==> src/rtl/instruction_sequencer.sv <==
// Multi-cycle fetch/decode/execute sequencer for the 8-bit accumulator CPU.
// Drives PC/IR/ALU/accumulator/memory enables, handles halt/trap and counts retired instructions.
module instruction_sequencer #(
   parameter int OPCODE_W    = 4,
   parameter int MEM_TIMEOUT = 15,
   parameter int CNT_W       = 16
) (
   input  logic                clk,
   input  logic                reset,
   input  logic                run,
   input  logic [OPCODE_W-1:0] opcode,
   input  logic                mem_ready,
   output logic                mem_req,
   output logic                mem_we,
   output logic                ir_load,
   output logic                pc_inc,
   output logic                pc_load,
   output logic [2:0]          alu_op,
   output logic                acc_we,
   output logic                fetch,
   output logic                decode,
   output logic                execute,
   output logic [2:0]          state,
   output logic                halted,
   output logic                trap,
   output logic [1:0]          trap_cause,
   output logic [CNT_W-1:0]    instr_count
);
   localparam int WAIT_W = $clog2(MEM_TIMEOUT + 1);

   typedef enum logic [2:0] {
      S_IDLE    = 3'd0,
      S_FETCH   = 3'd1,
      S_DECODE  = 3'd2,
      S_EXECUTE = 3'd3,
      S_MEM     = 3'd4,
      S_HALT    = 3'd5,
      S_TRAP    = 3'd6
   } state_t;

   state_t              state_reg, state_next;
   logic [OPCODE_W-1:0] op_reg;
   logic [1:0]          cause_reg, cause_next;
   logic [CNT_W-1:0]    count_reg;
   logic [WAIT_W-1:0]   wait_reg, wait_next;
   logic                retire;
   logic                timeout_hit;

   // Trap fires only when the last permitted cycle also lacks mem_ready.
   assign timeout_hit = !mem_ready && (wait_reg == WAIT_W'(MEM_TIMEOUT - 1));

   always_comb begin
      state_next = state_reg;
      cause_next = cause_reg;
      wait_next  = '0;
      retire     = 1'b0;
      mem_req    = 1'b0;
      mem_we     = 1'b0;
      ir_load    = 1'b0;
      pc_inc     = 1'b0;
      pc_load    = 1'b0;
      alu_op     = 3'd0;
      acc_we     = 1'b0;
      fetch      = 1'b0;
      decode     = 1'b0;
      execute    = 1'b0;
      halted     = 1'b0;
      trap       = 1'b0;
      case (state_reg)
         S_IDLE: begin
            if (run) state_next = S_FETCH;
         end
         S_FETCH: begin
            fetch   = 1'b1;
            mem_req = 1'b1;
            if (mem_ready) begin
               ir_load    = 1'b1;
               pc_inc     = 1'b1;
               state_next = S_DECODE;
            end else if (timeout_hit) begin
               state_next = S_TRAP;
               cause_next = 2'b10;
            end else begin
               wait_next = wait_reg + WAIT_W'(1);
            end
         end
         S_DECODE: begin
            decode = 1'b1;
            if (opcode == OPCODE_W'(0) || opcode == OPCODE_W'(8) ||
                (opcode >= OPCODE_W'(3) && opcode <= OPCODE_W'(7))) begin
               state_next = S_EXECUTE;
            end else if (opcode == OPCODE_W'(1) || opcode == OPCODE_W'(2)) begin
               state_next = S_MEM;
            end else if (opcode == OPCODE_W'(15)) begin
               state_next = S_HALT;
            end else begin
               state_next = S_TRAP;
               cause_next = 2'b01;
            end
         end
         S_EXECUTE: begin
            execute = 1'b1;
            retire  = 1'b1;
            if (op_reg >= OPCODE_W'(3) && op_reg <= OPCODE_W'(7)) begin
               alu_op = op_reg[2:0];
               acc_we = 1'b1;
            end
            if (op_reg == OPCODE_W'(8)) pc_load = 1'b1;
            state_next = run ? S_FETCH : S_IDLE;
         end
         S_MEM: begin
            execute = 1'b1;
            mem_req = 1'b1;
            mem_we  = (op_reg == OPCODE_W'(2));
            if (mem_ready) begin
               acc_we     = (op_reg == OPCODE_W'(1));
               retire     = 1'b1;
               state_next = run ? S_FETCH : S_IDLE;
            end else if (timeout_hit) begin
               state_next = S_TRAP;
               cause_next = 2'b10;
            end else begin
               wait_next = wait_reg + WAIT_W'(1);
            end
         end
         S_HALT:  halted = 1'b1;
         S_TRAP:  trap   = 1'b1;
         default: state_next = S_IDLE;
      endcase
   end

   always_ff @(posedge clk or negedge reset) begin
      if (!reset) begin
         state_reg <= S_IDLE;
         op_reg    <= '0;
         cause_reg <= 2'b00;
         count_reg <= '0;
         wait_reg  <= '0;
      end else begin
         state_reg <= state_next;
         cause_reg <= cause_next;
         wait_reg  <= wait_next;
         if (state_reg == S_DECODE) op_reg <= opcode;
         if (retire && count_reg != '1) count_reg <= count_reg + CNT_W'(1);
      end
   end

   assign state       = state_reg;
   assign trap_cause  = cause_reg;
   assign instr_count = count_reg;
endmodule

==> config.mk <==
export PLATFORM = sky130hd
export DESIGN_NAME = instruction_sequencer
export DESIGN_NICKNAME = d
export VERILOG_FILES = /design/src/rtl/instruction_sequencer.sv
export SDC_FILE = /design/constraint.sdc
export NUM_CORES = 1
export LEC_CHECK = 0
export CAP_MARGIN = 0
export CORE_ASPECT_RATIO = 1.2
export CORE_MARGIN = 2
export CORE_UTILIZATION = 52
export DETAILED_ROUTE_END_ITERATION = 7
export GPL_ROUTABILITY_DRIVEN = 1
export PLACE_DENSITY = 0.84
export RECOVER_POWER = 25
export SYNTH_ARGS = -nofsm -noshare
export SYNTH_HDL_FRONTEND = slang
export SYNTH_SLANG_ARGS = --single-unit
==> constraint.sdc <==
create_clock -name clk -period 2.9 [get_ports clk]
set_clock_uncertainty 0.05 [all_clocks]
set_input_delay 0.87 -clock clk [delete_from_list [all_inputs] [get_ports clk]]
set_output_delay 0.87 -clock clk [all_outputs]
set_load 0.02 [all_outputs]
==> metrics, run 1 <==
chip height 66.3 um; Crit Path Max Fanout 6; LEAKAGE 1.03 nW; Post-route DRC 0; RePlAce Congestion 0.806; P_sw 698 uW; Synth top area share 43.2%; Hold/Removal Path Class flop to flop; Iter 0 DRT Violations 52; Worst Setup Start Kind flop; clock sink count 29; clk root buf clkbuf_4; IO buf count 42; status finished, violations left; first-pass GRT wire length 6260 um; post-route insts no fill 249; DR pass1 iterations 4; setup TNS 0 ns; PwrDens 772 nW/um2; Routed WL 3810 um; maximum clock insertion buffer count 2; nets 223; drt via density 5.77; Unique masters post-synth 47; largest cells by area after synthesis dfrtp_1 (43%), xor2_1 (6.3%), nand3_1 (3.6%); FP Rows 22; Synth area leader dfrtp_1; GRT Resource Usage Total 22.0%; Area after DPL 2150 um2; DR WL/cell 15.3 um; post-DP HPWL 2800 um; MaxCap Viol Count 1; CTS tree done; most frequent cells after synthesis dfrtp_1 (29), nand3_1 (12), xor2_1 (12); Synth Area per Inst 10.2 um2; fin crit share 97.7%; Reg clk slew, reported paths 0.09 ns; CP Data Required Time 1.98 ns; max-slew violation count 30; Mapped Cells 164; post-CTS setup buffer count 0; register area share after synthesis 43.2%; Worst IR Drop VDD 0.000507 V; vias in the first global route 1,376; count leader, synth dfrtp_1; Hold Fails Final Rpt 0; initial antenna violation count 0; RSZ-0062 raised after global routing no; Synth Warn # 0; placed cells 241; post-route worst setup slack 0.0671 ns; hold_buf cts 0; Die Area 3700 um2; # diodes 0; max frequency 353 MHz; cts repair resizes 7; clock network fraction of total power 16.6%; antenna viol nets, final 0; Crit. End Element primary output; Switching Share 40.5%; Synthesized Nets 175; ys flop type dfrtp_1; Slew headroom -4.09%; failing checks capacitance limit, slew limit; num ports 43; Sequential Power Share 36.3%; Synth-to-Final Area Change 32.8%; layout cells sized above 1 14.6%; worst slack, placed -0.480 ns; Worst Tran Pin Value 1.56 ns; async set or reset register ratio after synthesis 100%; cell area after layout 2230 um2; chip width 55.9 um; largest net degree at the start of global routing 30; CTS buffer count 5; Logic pwr share 47.2%; vias 1,436; number of flip-flops in the largest register 16; Starting Density 54.5%; GRT Residual Overflow 0; number of flops mapped to enable cells by yosys 0; Pint 1.03 mW; Critical Path AT 1.91 ns; Seq cells post-synth 29; Crit Path Class flop to primary output; count of final setup violators 0; worst skew pair latency 0.34 ns; Synth Cell Area 1680 um2; Tmin final 2.83 ns; core area 3080 um2; total power 1.72 mW; H-tree levels 2
==> power groups by stage <==
stage / logic (mW) / clock network (mW) / registers (mW)
global placement: 0.809 / 0 / 0.614
CTS: 0.824 / 0.291 / 0.619
floorplan: 0.431 / 0 / 0.670
global route: 0.887 / 0.305 / 0.637
finish: 0.813 / 0.285 / 0.625
detailed placement: 0.833 / 0 / 0.627
==> layout by cell type (no fill, tap or decap), drive strengths merged, types with 4 or more instances in the layout <==
cell type / netlist / final
dlygate4sd2: 0 / 4
inv: 6 / 6
buf: 5 / 5
mux2: 5 / 5
clkdlybuf4s50: 0 / 32
nand3: 12 / 12
nor4: 6 / 6
xor2: 12 / 12
a21oi: 5 / 5
dlymetal6s2s: 0 / 4
a2111oi: 4 / 4
clkbuf: 2 / 8
a211oi: 4 / 4
nor3b: 5 / 5
nor2: 12 / 12
nand2: 9 / 9
xnor2: 6 / 6
dfrtp: 29 / 29
==> area by class of cell <==
type	instances	area, um2
clock buffer	7	65.1
inverter	6	22.5
clock inverter	1	5.00
tap	36	45.0
sequential	29	726
timing repair buffer	48	468
fill	254	852
multi-input combinational	122	900
==> layer usage <==
layer / share of wire (%) / track usage [%] / vias up
li1: - / - / 696
met5: 0 / 0 / -
met1: 39 / 23.4 / 692
met3: 4.4 / 6.07 / 7
met4: 1.4 / 8.93 / 0
met2: 55 / 40.9 / 41
==> through the flow <==
| step | utilization [%] | hold slack, ns |
|---|---|---|
| after floorplan | - | 0.403 |
| final | 72.4 | 0.444 |
| after CTS | 72.0 | 0.448 |
| after global routing | 72.4 | 0.470 |
| after global placement | 69.8 | 0.418 |
| after detailed placement | 69.8 | 0.434 |
==> worst max-delay path, cell delays in order, from the launching register on <==
cell and delay, ns:
dfrtp_1 0.41, and3b_1 0.34, and4b_1 0.23, clkdlybuf4s50_1 0.60
==> cells by family after synthesis <==
family                   Yosys count  synth area share, %
adder cells (fa/ha/maj)            3                 2.23
AO/OA/AOI/OAI                     27                 12.7
AND/OR/NAND/NOR                   69                 25.6
buffers and inverters             13                 3.57
multiplexers                       5                 3.35
XOR/XNOR                          18                 9.38
flip-flops                        29                 43.2
==> worst paths after layout <==
| path | slack, ns | start | to | depth (start not counted) |
|---|---|---|---|---|
| worst min register to register | 0.44 | wait_reg[0] | wait_reg[0] | 1 |
| worst max register to register | 0.79 | instr_count[0] | instr_count[1] | 5 |
| worst min-delay path | 0.44 | wait_reg[0] | wait_reg[0] | 1 |
| max in group asynchronous | 0.49 | reset | state[0] | 2 |
| min in group asynchronous | 1.40 | reset | instr_count[13] | 2 |
| worst max-delay path | 0.07 | state[2] | pc_load | 3 |
No activity file was read; power rests on OpenSTA's default activity.
==> run 2, diff against run 1 <==
CTS_BUF_LIST = sky130_fd_sc_hd__clkbuf_8 sky130_fd_sc_hd__clkbuf_16   (was unset)
==> run 2 against run 1 <==
  * The flow still finishes with violations (capacitance limit, slew limit)
  * Critical path depth grew 2
  * Hold slack lost 0.0045 ns
  * Highest routed layer unchanged
  * Clock-buffer cell count is the same
  * Routed wire length grew 1.1%
  * Sequential power is essentially flat
  * Die area is the same
  * Power grew 5.6%
  * Clock power grew 29%
  * First-iteration DRC count shrank 29%
  * Setup slack gained 0.032 ns
  * Sequential share of layout area shrank 0.50 points
==> metrics, run 2 (synthesis results as in run 1) <==
status finished, violations left; failing checks capacitance limit, slew limit; # diodes 0; CP max stage delay 0.29 ns; chip width 55.9 um; GRT Residual Overflow 0; WP buf/inv 2; Routed WL 3850 um; Hold/Removal Path Class flop to flop; num ports 43; CTS buffer count 5; IO buf count 42; Hold Fails Final Rpt 0; worst r2r src instr_count[0]; drt via density 5.70; Iter 0 DRT Violations 37; Crit Path Max Fanout 6; Worst Setup Start Kind primary input; max-slew violation count 30; worst skew pair latency 0.29 ns; chip height 66.3 um; layout cells sized above 1 15.0%; Area after DPL 2150 um2; post-route worst setup slack 0.0986 ns; worst slack, placed -0.480 ns; commonest non-fill, non-tap cell in the layout clkdlybuf4s50_1; reg2reg end instr_count[1]; post-CTS setup buffer count 0; hold_buf cts 0; RSZ-0062 raised after global routing no; Slowest-stage cell, CP dlygate4sd2_1; DR pass1 iterations 4; Critical Path AT 1.88 ns; Die Area 3700 um2; hold depth 1; most frequent cells in the layout clkdlybuf4s50_1 (34), dfrtp_1 (29), nand3_1 (12), xor2_1 (12), nor2_1 (11); Worst R2R Path Depth 5; fin crit share 96.6%; MaxCap Viol Count 1; max frequency 357 MHz; utilization after layout 73.5%; Tmin final 2.80 ns; largest net degree at the start of global routing 30; H-tree levels 2; Worst Tran Pin Value 1.57 ns; count of final setup violators 0; vias 1,420; DR WL/cell 15.5 um; LEAKAGE 1.03 nW; setup TNS 0 ns; cells along the critical path dlygate4sd2_1, a32o_1, a22oi_1, nor2_1, clkdlybuf4s15_2; RePlAce Congestion 0.806; clock sink count 29; Worst IR Drop VDD 0.000518 V; Slew headroom -4.44%; nets 223; FP Rows 22; number of flip-flops in the largest register 16; first-pass GRT wire length 6430 um; Crit. End Element primary output; CP delay by family, top buffers and inverters; maximum clock insertion buffer count 2; Crit Path Class primary input to primary output; Post-route DRC 0; Synth-to-Final Area Change 34.8%; PwrDens 803 nW/um2; cell area after layout 2270 um2; initial antenna violation count 0; antenna viol nets, final 0; Hold Path End wait_reg[0]; Starting Density 54.5%; Reg clk slew, reported paths 0.06 ns; core area 3080 um2; min-delay src wait_reg[0]; vias in the first global route 1,361; post-DP HPWL 2800 um; CTS tree done; GRT Resource Usage Total 23.1%; R2R Setup Slk 0.79 ns; CP Data Required Time 1.98 ns; clk root buf clkbuf_8
[run 2: worst max path at each step]
stage | from | endpoint | cells past startpoint
after detailed placement | mem_ready | acc_we | 5
after global placement | mem_ready | acc_we | 5
after floorplan | state[1] | pc_inc | 4
final | mem_ready | acc_we | 5
after CTS | state[1] | fetch | 4
after global routing | state[0] | fetch | 4
[run 2: area by class of cell]
type                    instances  area (um2)
clock inverters                 1        5.00
fillers                       251         817
multi-input cells             122         905
well taps                      36        45.0
inverters                       6        22.5
flip-flops and latches         29         726
repair buffers                 48         467
clock buffers                   7        96.3
[run 2: worst reg2reg max path, delay by kind of cell, from the launching register on]
family / cells / cell delay, ns
simple gates: 2 / 0.64
flops: 1 / 0.47
mux: 1 / 0.34
fa+ha+maj: 1 / 0.26
compound gates: 1 / 0.24
[run 2: timing repair]
item	in CTS	in global routing
cloned	0	0
resized for setup	6	5
endpoints found under the setup margin	3	5
[run 2: report_power, final]
group,internal [mW],leakage [nW],total (mW),switching (mW)
registers,0.502,0.365,0.627,0.125
logic,0.394,0.609,0.826,0.433
clock network,0.214,0.0542,0.367,0.153
total,1.11,1.03,1.82,0.711
[run 2: stage by stage]
step           hold WS, ns  std cells  total power [mW]
2_1_floorplan        0.403        164              1.10
5_1_grt              0.464        249              1.94
6_report             0.440        249              1.82
3_5_place_dp         0.434        241              1.46
3_3_place_gp         0.418        241              1.42
4_1_cts              0.443        249              1.83
[run 2: per-layer routing]
| layer | GRT usage [%] | up-vias | wire (um) |
|---|---|---|---|
| met2 | 42.3 | 33 | 2090 |
| met4 | 9.82 | 0 | 84 |
| li1 | - | 696 | - |
| met5 | 0 | - | 0 |
| met1 | 24.4 | 683 | 1490 |
| met3 | 7.24 | 8 | 179 |
==> run 3, diff against run 2 <==
CELL_PAD_IN_SITES_DETAIL_PLACEMENT = 0   (was unset)
CELL_PAD_IN_SITES_GLOBAL_PLACEMENT = 1   (was unset)
CORE_UTILIZATION = 37   (was 52)
PLACE_DENSITY = unset   (was 0.84)
PLACE_DENSITY_LB_ADDON = 0.1   (was unset)
clock period = 2.85 ns   (was 2.9 ns; I/O delays follow)
==> run 3 against run 2 <==
  * The run still ends with capacitance limit, slew limit left
  * Flip-flop and latch count unchanged
  * Global-route usage down 5.8 points
  * Utilization down 21 points
  * Critical path type is now flop to primary output
==> metrics, run 3 (synthesis results as in run 1) <==
P_sw 728 uW; Logic pwr share 47.2%; Crit. End Element primary output; Switching Share 39.7%; failing checks capacitance limit, slew limit; chip width 65.5 um; Iter 0 DRT Violations 56; Slew headroom -8.66%; initial antenna violation count 0; # diodes 0; Post-route DRC 0; FP Rows 26; Crit Path Max Fanout 11; Starting Density 38.8%; H-tree levels 2; GRT Resource Usage Total 17.3%; Hold/Removal Path Class flop to flop; clock network fraction of total power 18.1%; MaxCap Viol Count 1; Sequential Power Share 34.6%; status finished, violations left; count of final setup violators 0; Crit path top cell by count buf_4; nets 226; vias 1,427; DR pass1 iterations 4; WP buf/inv 3; PwrDens 801 nW/um2; Die Area 5100 um2; setup TNS 0 ns; maximum clock insertion buffer count 2; layout cells sized above 1 17.1%; max-slew violation count 30; cells along the critical path buf_4, nor3b_2, buf_4, clkdlybuf4s50_1; core area 4330 um2; worst skew pair latency 0.28 ns; vias in the first global route 1,448; CTS buffer count 5; GRT Residual Overflow 0; CP Data Required Time 1.95 ns; Worst IR Drop VDD 0.000506 V; antenna viol nets, final 0; total power 1.83 mW; Crit Path Class flop to primary output; post-DP HPWL 2820 um; Slowest-stage cell, CP clkdlybuf4s50_1; CTS tree done; Routed WL 3880 um; CP max stage delay 0.59 ns; Synth-to-Final Area Change 36.1%; Worst Setup Start Kind flop; Fin Hold WS 0.435 ns; clk root buf clkbuf_8; most frequent cells in the layout clkdlybuf4s50_1 (36), dfrtp_1 (29), nand3_1 (12), xor2_1 (12), nor2_1 (11); fin crit share 96.4%; Hold Fails Final Rpt 0; Critical Path AT 1.84 ns; largest net degree at the start of global routing 30; post-CTS setup buffer count 0; DR WL/cell 14.3 um; CP delay by family, top buffers and inverters; Pint 1.10 mW; first-pass GRT wire length 6770 um; Worst Tran Pin Value 1.63 ns; chip height 77.8 um; number of flip-flops in the largest register 16; clock sink count 29; Reg clk slew, reported paths 0.07 ns; num ports 43; drt via density 5.25; cell area after layout 2290 um2; IO buf count 42; LEAKAGE 1.03 nW; commonest non-fill, non-tap cell in the layout clkdlybuf4s50_1; RePlAce Congestion 0.753; Area after DPL 2200 um2; Tmin final 2.75 ns; max frequency 364 MHz
[run 3: cell types whose count changed in the layout (fill, tap and decap cells not counted), moves of 2 or more]
cell             change
buf_4                +2
clkbuf_2             +2
clkbuf_8             -2
clkdlybuf4s50_1      +2
dlygate4sd2_1        -3
[run 3: final timing paths]
check | startpoint | to | slack (ns) | depth (start not counted)
min in group asynchronous | reset | instr_count[13] | 1.40 | 2
worst max-delay path | state[1] | fetch | 0.10 | 4
worst min-delay path | wait_reg[0] | wait_reg[0] | 0.44 | 1
max in group asynchronous | reset | op_reg[2] | 0.40 | 2
worst max register to register | instr_count[0] | instr_count[1] | 0.73 | 5
worst min register to register | wait_reg[0] | wait_reg[0] | 0.44 | 1
[run 3: layer usage]
layer	part of all wire, %	global-route usage [%]	vias up
met1	42	19.4	690
met5	0	0	-
li1	-	-	694
met4	1.7	6.25	0
met2	52	30.5	37
met3	4.8	5.07	6
[run 3: cell type report]
cell class / count / area [um2]
clock inverters: 3 / 13.8
multi-input cells: 122 / 906
fillers: 399 / 2040
repair buffers: 51 / 480
flip-flops and latches: 29 / 726
clock buffers: 5 / 68.8
well taps: 56 / 70.1
inverters: 6 / 22.5
[run 3: power groups by stage]
stage	clock network (mW)	registers [mW]	logic, mW
floorplan	0	0.682	0.438
global placement	0	0.632	0.863
detailed placement	0	0.640	0.870
CTS	0.344	0.633	0.873
global route	0.367	0.657	0.940
finish	0.332	0.634	0.865
[run 3: worst reg2reg max path, cell delays in order, from the launching register on]
cell,delay (ns)
dfrtp_1,0.45
ha_1,0.25
nand2_1,0.11
nor4_4,0.58
a21o_1,0.24
mux2_2,0.33
[run 3: stage by stage]
step	instances	utilization (%)	setup WS, ns
floorplan	164	-	0.0805
global placement	264	50.9	-0.327
detailed placement	264	50.9	-0.348
CTS	272	52.7	-0.0193
global route	272	52.9	-0.00320
finish	272	52.9	0.102
[run 3: repair_timing]
action                                  CTS  global route
gates resized for setup                   7            10
cloned                                    0             0
hold buffers                              0             0
endpoints found under the setup margin    4             9
